<file path="src/rtl/clk_meter_pkg.sv">
// Shared types and defaults for the clock period meter.
package clk_meter_pkg;

  localparam int unsigned CNT_W_DEF = 16;

  typedef enum logic [1:0] {
    IDLE    = 2'd0,
    ARM     = 2'd1,
    MEASURE = 2'd2
  } state_t;

endpackage

</file>
<file path="src/rtl/sync_edge_det.sv">
// Two-flop synchronizer for an asynchronous input plus a history flop,
// producing single-cycle rise and fall strobes in the clkin domain.
module sync_edge_det (
  input  logic clkin,
  input  logic reset,
  input  logic sig_in,
  output logic rise_det,
  output logic fall_det
);

  logic s1, s2, s3;

  always_ff @(posedge clkin or posedge reset) begin
    if (reset) begin
      s1 <= 1'b0;
      s2 <= 1'b0;
      s3 <= 1'b0;
    end else begin
      s1 <= sig_in;
      s2 <= s1;
      s3 <= s2;
    end
  end

  assign rise_det = s2 & ~s3;
  assign fall_det = s3 & ~s2;

endmodule

</file>
<file path="src/rtl/clk_period_meter.sv">
// Measures rise-to-rise period of sig_in in clkin cycles, with timeout.
// Optional high-time measurement when HIGH_TIME_MEAS_EN is defined.
module clk_period_meter
  import clk_meter_pkg::*;
#(
  parameter int unsigned CNT_W       = CNT_W_DEF,
  parameter int unsigned TIMEOUT_CYC = 65535
) (
  input  logic             clkin,
  input  logic             reset,
  input  logic             sig_in,
  input  logic             enable,
  output logic [CNT_W-1:0] period,
  output logic             period_valid,
  output logic             timeout,
  output logic             measuring
`ifdef HIGH_TIME_MEAS_EN
  ,
  output logic [CNT_W-1:0] high_time
`endif
);

  localparam logic [CNT_W-1:0] TO_VAL = CNT_W'(TIMEOUT_CYC);
  localparam logic [CNT_W-1:0] ONE    = CNT_W'(1);

  state_t           state, state_nx;
  logic [CNT_W-1:0] cnt, cnt_nx, period_nx;
  logic             pv_nx, to_nx;
  logic             rise_det;

`ifdef HIGH_TIME_MEAS_EN
  logic             fall_det;
  logic [CNT_W-1:0] hi_cap, hi_cap_nx, high_time_nx;

  sync_edge_det u_sync (
    .clkin   (clkin),
    .reset   (reset),
    .sig_in  (sig_in),
    .rise_det(rise_det),
    .fall_det(fall_det)
  );
`else
  logic unused_fall;

  sync_edge_det u_sync (
    .clkin   (clkin),
    .reset   (reset),
    .sig_in  (sig_in),
    .rise_det(rise_det),
    .fall_det(unused_fall)
  );
`endif

  // enable=0 overrides everything; in MEASURE an edge beats the timeout.
  always_comb begin
    state_nx  = state;
    cnt_nx    = cnt;
    period_nx = period;
    pv_nx     = 1'b0;
    to_nx     = 1'b0;
    if (!enable) begin
      state_nx = IDLE;
      cnt_nx   = '0;
    end else begin
      unique case (state)
        IDLE: begin
          state_nx = ARM;
          cnt_nx   = '0;
        end
        ARM: begin
          if (rise_det) begin
            state_nx = MEASURE;
            cnt_nx   = ONE;
          end
        end
        MEASURE: begin
          if (rise_det) begin
            period_nx = cnt;
            pv_nx     = 1'b1;
            cnt_nx    = ONE;
          end else if (cnt == TO_VAL) begin
            to_nx    = 1'b1;
            state_nx = ARM;
            cnt_nx   = '0;
          end else begin
            cnt_nx = cnt + ONE;
          end
        end
        default: begin
          state_nx = IDLE;
          cnt_nx   = '0;
        end
      endcase
    end
  end

  always_ff @(posedge clkin or posedge reset) begin
    if (reset) begin
      state        <= IDLE;
      cnt          <= '0;
      period       <= '0;
      period_valid <= 1'b0;
      timeout      <= 1'b0;
    end else begin
      state        <= state_nx;
      cnt          <= cnt_nx;
      period       <= period_nx;
      period_valid <= pv_nx;
      timeout      <= to_nx;
    end
  end

  assign measuring = (state == MEASURE);

`ifdef HIGH_TIME_MEAS_EN
  // cnt at the fall strobe equals cycles elapsed since the rise strobe.
  always_comb begin
    hi_cap_nx    = hi_cap;
    high_time_nx = high_time;
    if (enable && (state == MEASURE) && fall_det) hi_cap_nx = cnt;
    if (pv_nx) high_time_nx = hi_cap;
  end

  always_ff @(posedge clkin or posedge reset) begin
    if (reset) begin
      hi_cap    <= '0;
      high_time <= '0;
    end else begin
      hi_cap    <= hi_cap_nx;
      high_time <= high_time_nx;
    end
  end
`endif

endmodule

</file>
<file path="config.mk">
export PLATFORM = sky130hd
export DESIGN_NAME = clk_period_meter
export DESIGN_NICKNAME = d
export VERILOG_FILES = /design/src/rtl/clk_meter_pkg.sv /design/src/rtl/sync_edge_det.sv /design/src/rtl/clk_period_meter.sv
export SDC_FILE = /design/constraint.sdc
export NUM_CORES = 1
export LEC_CHECK = 0
export CORE_MARGIN = 10
export CORE_UTILIZATION = 54
export DETAILED_ROUTE_END_ITERATION = 8
export PLACE_DENSITY = 0.78
export SLEW_MARGIN = 25
export SYNTH_ARGS = -nofsm -noshare
export SYNTH_HDL_FRONTEND = slang
export SYNTH_HIERARCHICAL = 1
export SYNTH_SLANG_ARGS = --single-unit
export TNS_END_PERCENT = 100
</file>
<file path="constraint.sdc">
create_clock -name clkin -period 2.8 [get_ports clkin]
set_clock_uncertainty 0.15 [all_clocks]
set_input_delay 0.56 -clock clkin [delete_from_list [all_inputs] [get_ports clkin]]
set_output_delay 0.56 -clock clkin [all_outputs]
set_load 0.03 [all_outputs]
</file>
-- Word level (Yosys, flattened, before mapping)
Index checks and enable logic that the tools add are counted.
- bits in read-only memories: 0
- bits in registers: 39
- bits in writable memories: 0
- memories kept: 0
- input bits: 4
- latch bits: 0
- logic and storage cells: 37
- output and inout bits: 19
- shifts and indexed selects: 0
- muxes and demuxes: 17
- div/mod/pow operators: 0
- eq/ne operators: 6
- multiply operators: 0
- $lt $le $gt $ge: 0
- reduce and logical (&&, ||, !) cells: 3
- bitwise operators: 2
- add/sub/neg operators: 1
- operators with widths (cell ; number):
    16-bit two-way mux ; 4
    16-bit case mux with 2 select lines ; 1
    16-bit by 1-bit adder with 16-bit output, second input constant ; 1
    16-bit == test, second input constant ; 1
    2-bit two-way mux ; 4
    1-bit two-way mux ; 7
    3-bit != test, second input constant ; 2
    2-bit case mux with 3 select lines ; 1
    3-bit AND reduction ; 2
    3-bit by 2-bit != test with 1-bit output, second input constant ; 1
    2-bit by 1-bit == test with 1-bit output, second input constant ; 1
    2-bit == test, second input constant ; 1
    2-bit logical NOT ; 1
    1-bit bitwise AND ; 1
    1-bit inverter ; 1

-- Logic depth before layout (Yosys ltp)
- depth after elaboration: 5
- gate-level depth with buffers: 8
- mapped depth without buffers: 6

-- Hierarchy
The synthesis kept the hierarchy.
- modules (own cells, without submodules) (module ; seq. area each (um2) ; cells each ; instances ; area each (um2)):
    clk_period_meter ; 900.9 ; 158 ; 1 ; 1751.7
    sync_edge_det ; 75.1 ; 6 ; 1 ; 93.8

-- Least setup slack after synthesis
OpenSTA, ideal clock, no wires.
- path kind: register to register
- start point: register state[0]
- end point: register period[10]
- setup time: 0.125 ns
- stages on the path, launching flop included: 7
- arrival time: 1.961 ns
- period minus slack after synthesis: 2.236 ns
- slack: 0.564 ns
- cell sequence: dfrtp_1 inv_1 ha_1 clkbuf_1 nand3_1 clkbuf_1 mux2_2
- word-level cells in the longest chain between the ends: 2
- ends and longest elaborated chain (item ; RTL line ; source):
    from (decl) ; clk_period_meter.sv:26 ; state_t state, state_nx;
    from (signal assigned) ; clk_period_meter.sv:105 ; state <= state_nx;
    2-bit == test ; n/a ;
    net measuring ; clk_period_meter.sv:16 ; output logic measuring
    3-bit AND reduction (no line) ; n/a ;
    to (signal assigned) ; clk_period_meter.sv:107 ; period <= period_nx;
    to (decl) ; clk_period_meter.sv:13 ; output logic [CNT_W-1:0] period,
The timed path passes the listed nets, and every way through them passes these cells.
A chain may end at the register's enable or synchronous reset.

-- Worst setup path in the final report
- start point: register u_sync.s2
- end point: register cnt[13]
- word-level cells in the longest chain between the ends: 4
- elaborated cells on any way between the ends: 5
- ends and longest elaborated chain (item ; RTL line ; source):
    from (decl) ; sync_edge_det.sv:11 ; logic s1, s2, s3;
    from (signal assigned) ; sync_edge_det.sv:16 ; s2 <= 1'b0;
    from (signal assigned) ; sync_edge_det.sv:20 ; s2 <= s1;
    1-bit bitwise AND (*) ; sync_edge_det.sv:25 ; assign rise_det = s2 & ~s3;
    net rise_det ; clk_period_meter.sv:29 ; logic rise_det;
    16-bit two-way mux ; clk_period_meter.sv:77 ; if (rise_det) begin
    16-bit case mux with 2 select lines ; clk_period_meter.sv:65 ; unique case (state)
    16-bit two-way mux ; clk_period_meter.sv:61 ; if (!enable) begin
    to (signal assigned) ; clk_period_meter.sv:106 ; cnt <= cnt_nx;
    to (decl) ; clk_period_meter.sv:27 ; logic [CNT_W-1:0] cnt, cnt_nx, period_nx;
Mark *: on every way through the listed nets, which the timed path passes. The rest lies on a longest branch.

==> impl_results.md <==
- Worst setup SP type: flop
- Vias in the first global route: roughly 1.5k
- Clk buf depth: 2
- Final hold vios: 0
- WP buf/inv: 1
- Outcome: finished clean
- Fin nets: ~200
- Latest clock arrival within the worst-skew pair: 0.35 ns
- Slew Limit Fails: 0
- Worst hold slack: approximately 0.21 ns
- Row count: 21
- CP arrival: ~2.5 ns
- Slew HR: 0.558
- Max IR drop VDD: between 300 and 400 uV
- Crit-path cells: nor2b_1 -> and3b_1 -> buf_4 -> nor4_2 -> mux2i_1 -> nor2_1
- Cells after Synth: roughly 160
- Post-route antenna net violation count: 0
- Layout cells sized above 1: 0.162
- Synth warnings: 6
- Levels on crit path: 6
- Ant diodes: 0
- Setup Viol. Count Final: 0
- Crit-path slowest cell: nor2b_1
- Max cap viols: 0
- CTS clk-pin slew, worst paths: around 0.1 ns
- WHS Path Cells: 0
- IO Count: 23
- Synth Area per Inst: ~11 um^2
- Core Box Area: around 0.0033 mm^2
- Pre-CTS setup slack: around 0.22 ns
- CP Max Fanout: 14
- Pin count of the biggest net entering global routing: 37
- First-pass DRT Iterations: 4
- Hold crit path type: flop to flop
- Via density: between 5 and 6
- WL/cell: between 15 and 20 um
- Initial antenna violation count: 0
- Post-route cell area: roughly 0.0022 mm^2
- Post-Syn Nets: 170
- CTS Buf Count: 5
- First-pass GRT wire length: between 6000 and 7000 um
- Setup crit end kind: flop
- Non-filler cells, final: approximately 240
- Initial Utilization: 0.555
- Kind of critical path: flop to flop
- F_max: roughly 420 MHz
- Overall routed net length: around 3700 um
- Fin worst setup slack: 0.425 ns
- # clock sinks: 39
- R2r worst-path depth: 6
- Area grow syn2layout: 18.5%
- Total GRT Usage: 0.134
- CTS tree: done
- GP Congestion: 0.855
- Clock Tree Root: clkbuf_4
- Setup Buffers After CTS: 0
- Required arrival time at the worst endpoint: 2.90 ns
- Minimum clock period: between 2 and 2.5 ns
- Setup TNS: 0 ns
- P_leak: about 0.96 nW
- H-Tree Depth: 2
- Die H: just under 80 um
- CP max stage delay: 0.55 ns
- Actual slew at the worst max-slew pin: between 0.6 and 0.7 ns
- DR DRC count: 0
- Via count: ~1.4k
- Unrepaired setup endpoints after global routing: false
- Synthesized area: approximately 0.0018 mm^2
- Power per standard cell area: 438 mW/mm^2
- # port buffers: 22
- DP HPWL: roughly 2700 um
- Period utilization: 0.848
- Die W: slightly below 80 um
- Die area: about 0.0061 mm^2
- Drt initial violations: 91
- GR Overflow Total: 0
- Dpl cell area: 0.00212 mm^2
- Dominant delay contributor by cell family on the critical path: simple AND/OR/NAND/NOR gates
- Placed Instances: 229
## power by group
group	total, mW	leakage (nW)	switching [mW]	internal, mW
logic	0.104	0.398	0.0669	0.0367
registers	0.580	0.537	0.00920	0.571
clock network	0.270	0.0293	0.172	0.0978
## flip-flops by register name, summed over array words and instances, names as in the netlist
signal / flops
u_sync/s1: 1
period: 16
u_sync/s2: 1
timeout: 1
u_sync/s3: 1
cnt: 16
period_valid: 1
state: 2
## layout by cell type, fill, tap and decap left out, types with 3 or more instances in the layout
cell and count:
buf_4 5, clkbuf_4 5, clkdlybuf4s50_1 21, dfrtp_1 39
ha_1 3, inv_1 6, mux2_2 16, nand2_1 11
nand3_1 6, nand4_1 4, nor2_1 15, nor3_1 7
nor4_1 3, nor4b_1 4, o21ai_0 3, xnor2_1 8
## cell type report
| cell class | instances | area (um^2) |
|---|---|---|
| inverter | 6 | 22.5 |
| timing repair buffer | 27 | 260 |
| sequential | 39 | 976 |
| multi-input combinational | 111 | 811 |
| tap | 46 | 57.6 |
| clock buffer | 7 | 45.0 |
| clock inverter | 1 | 5.00 |
| fill | 264 | 1130 |
## per-layer routing
| metal | wire [um] | share of wire | vias up | GRT usage |
|---|---|---|---|---|
| li1 | - | - | 644 | - |
| met1 | 1540 | 0.42 | 674 | 0.150 |
| met2 | 1810 | 0.49 | 38 | 0.220 |
| met3 | 231 | 0.063 | 9 | 0.0592 |
| met4 | 78 | 0.021 | 0 | 0.0520 |
| met5 | 0 | 0 | - | 0 |
## per-stage QoR
step                utilization  power, mW
floorplan                     -      0.665
global placement          0.642      0.687
detailed placement        0.642      0.694
CTS                       0.657      0.961
global route              0.658       1.00
finish                    0.658      0.953
## final timing paths
path	start	to	slack, ns
max in group asynchronous	reset	state[1]	1.70
hold / removal	u_sync/s1	u_sync/s2	0.21
hold reg to reg	u_sync/s1	u_sync/s2	0.21
min in group asynchronous	reset	u_sync/s3	0.24
setup reg to reg	u_sync/s2	cnt[13]	0.43
setup / recovery	u_sync/s2	cnt[13]	0.43
## what timing repair did
item | 4_1_cts | 5_1_grt
gates resized for setup | 0 | 1
hold buffers | 0 | 0
setup endpoints to repair | 0 | 1
No activity file was read; power rests on OpenSTA's default activity.
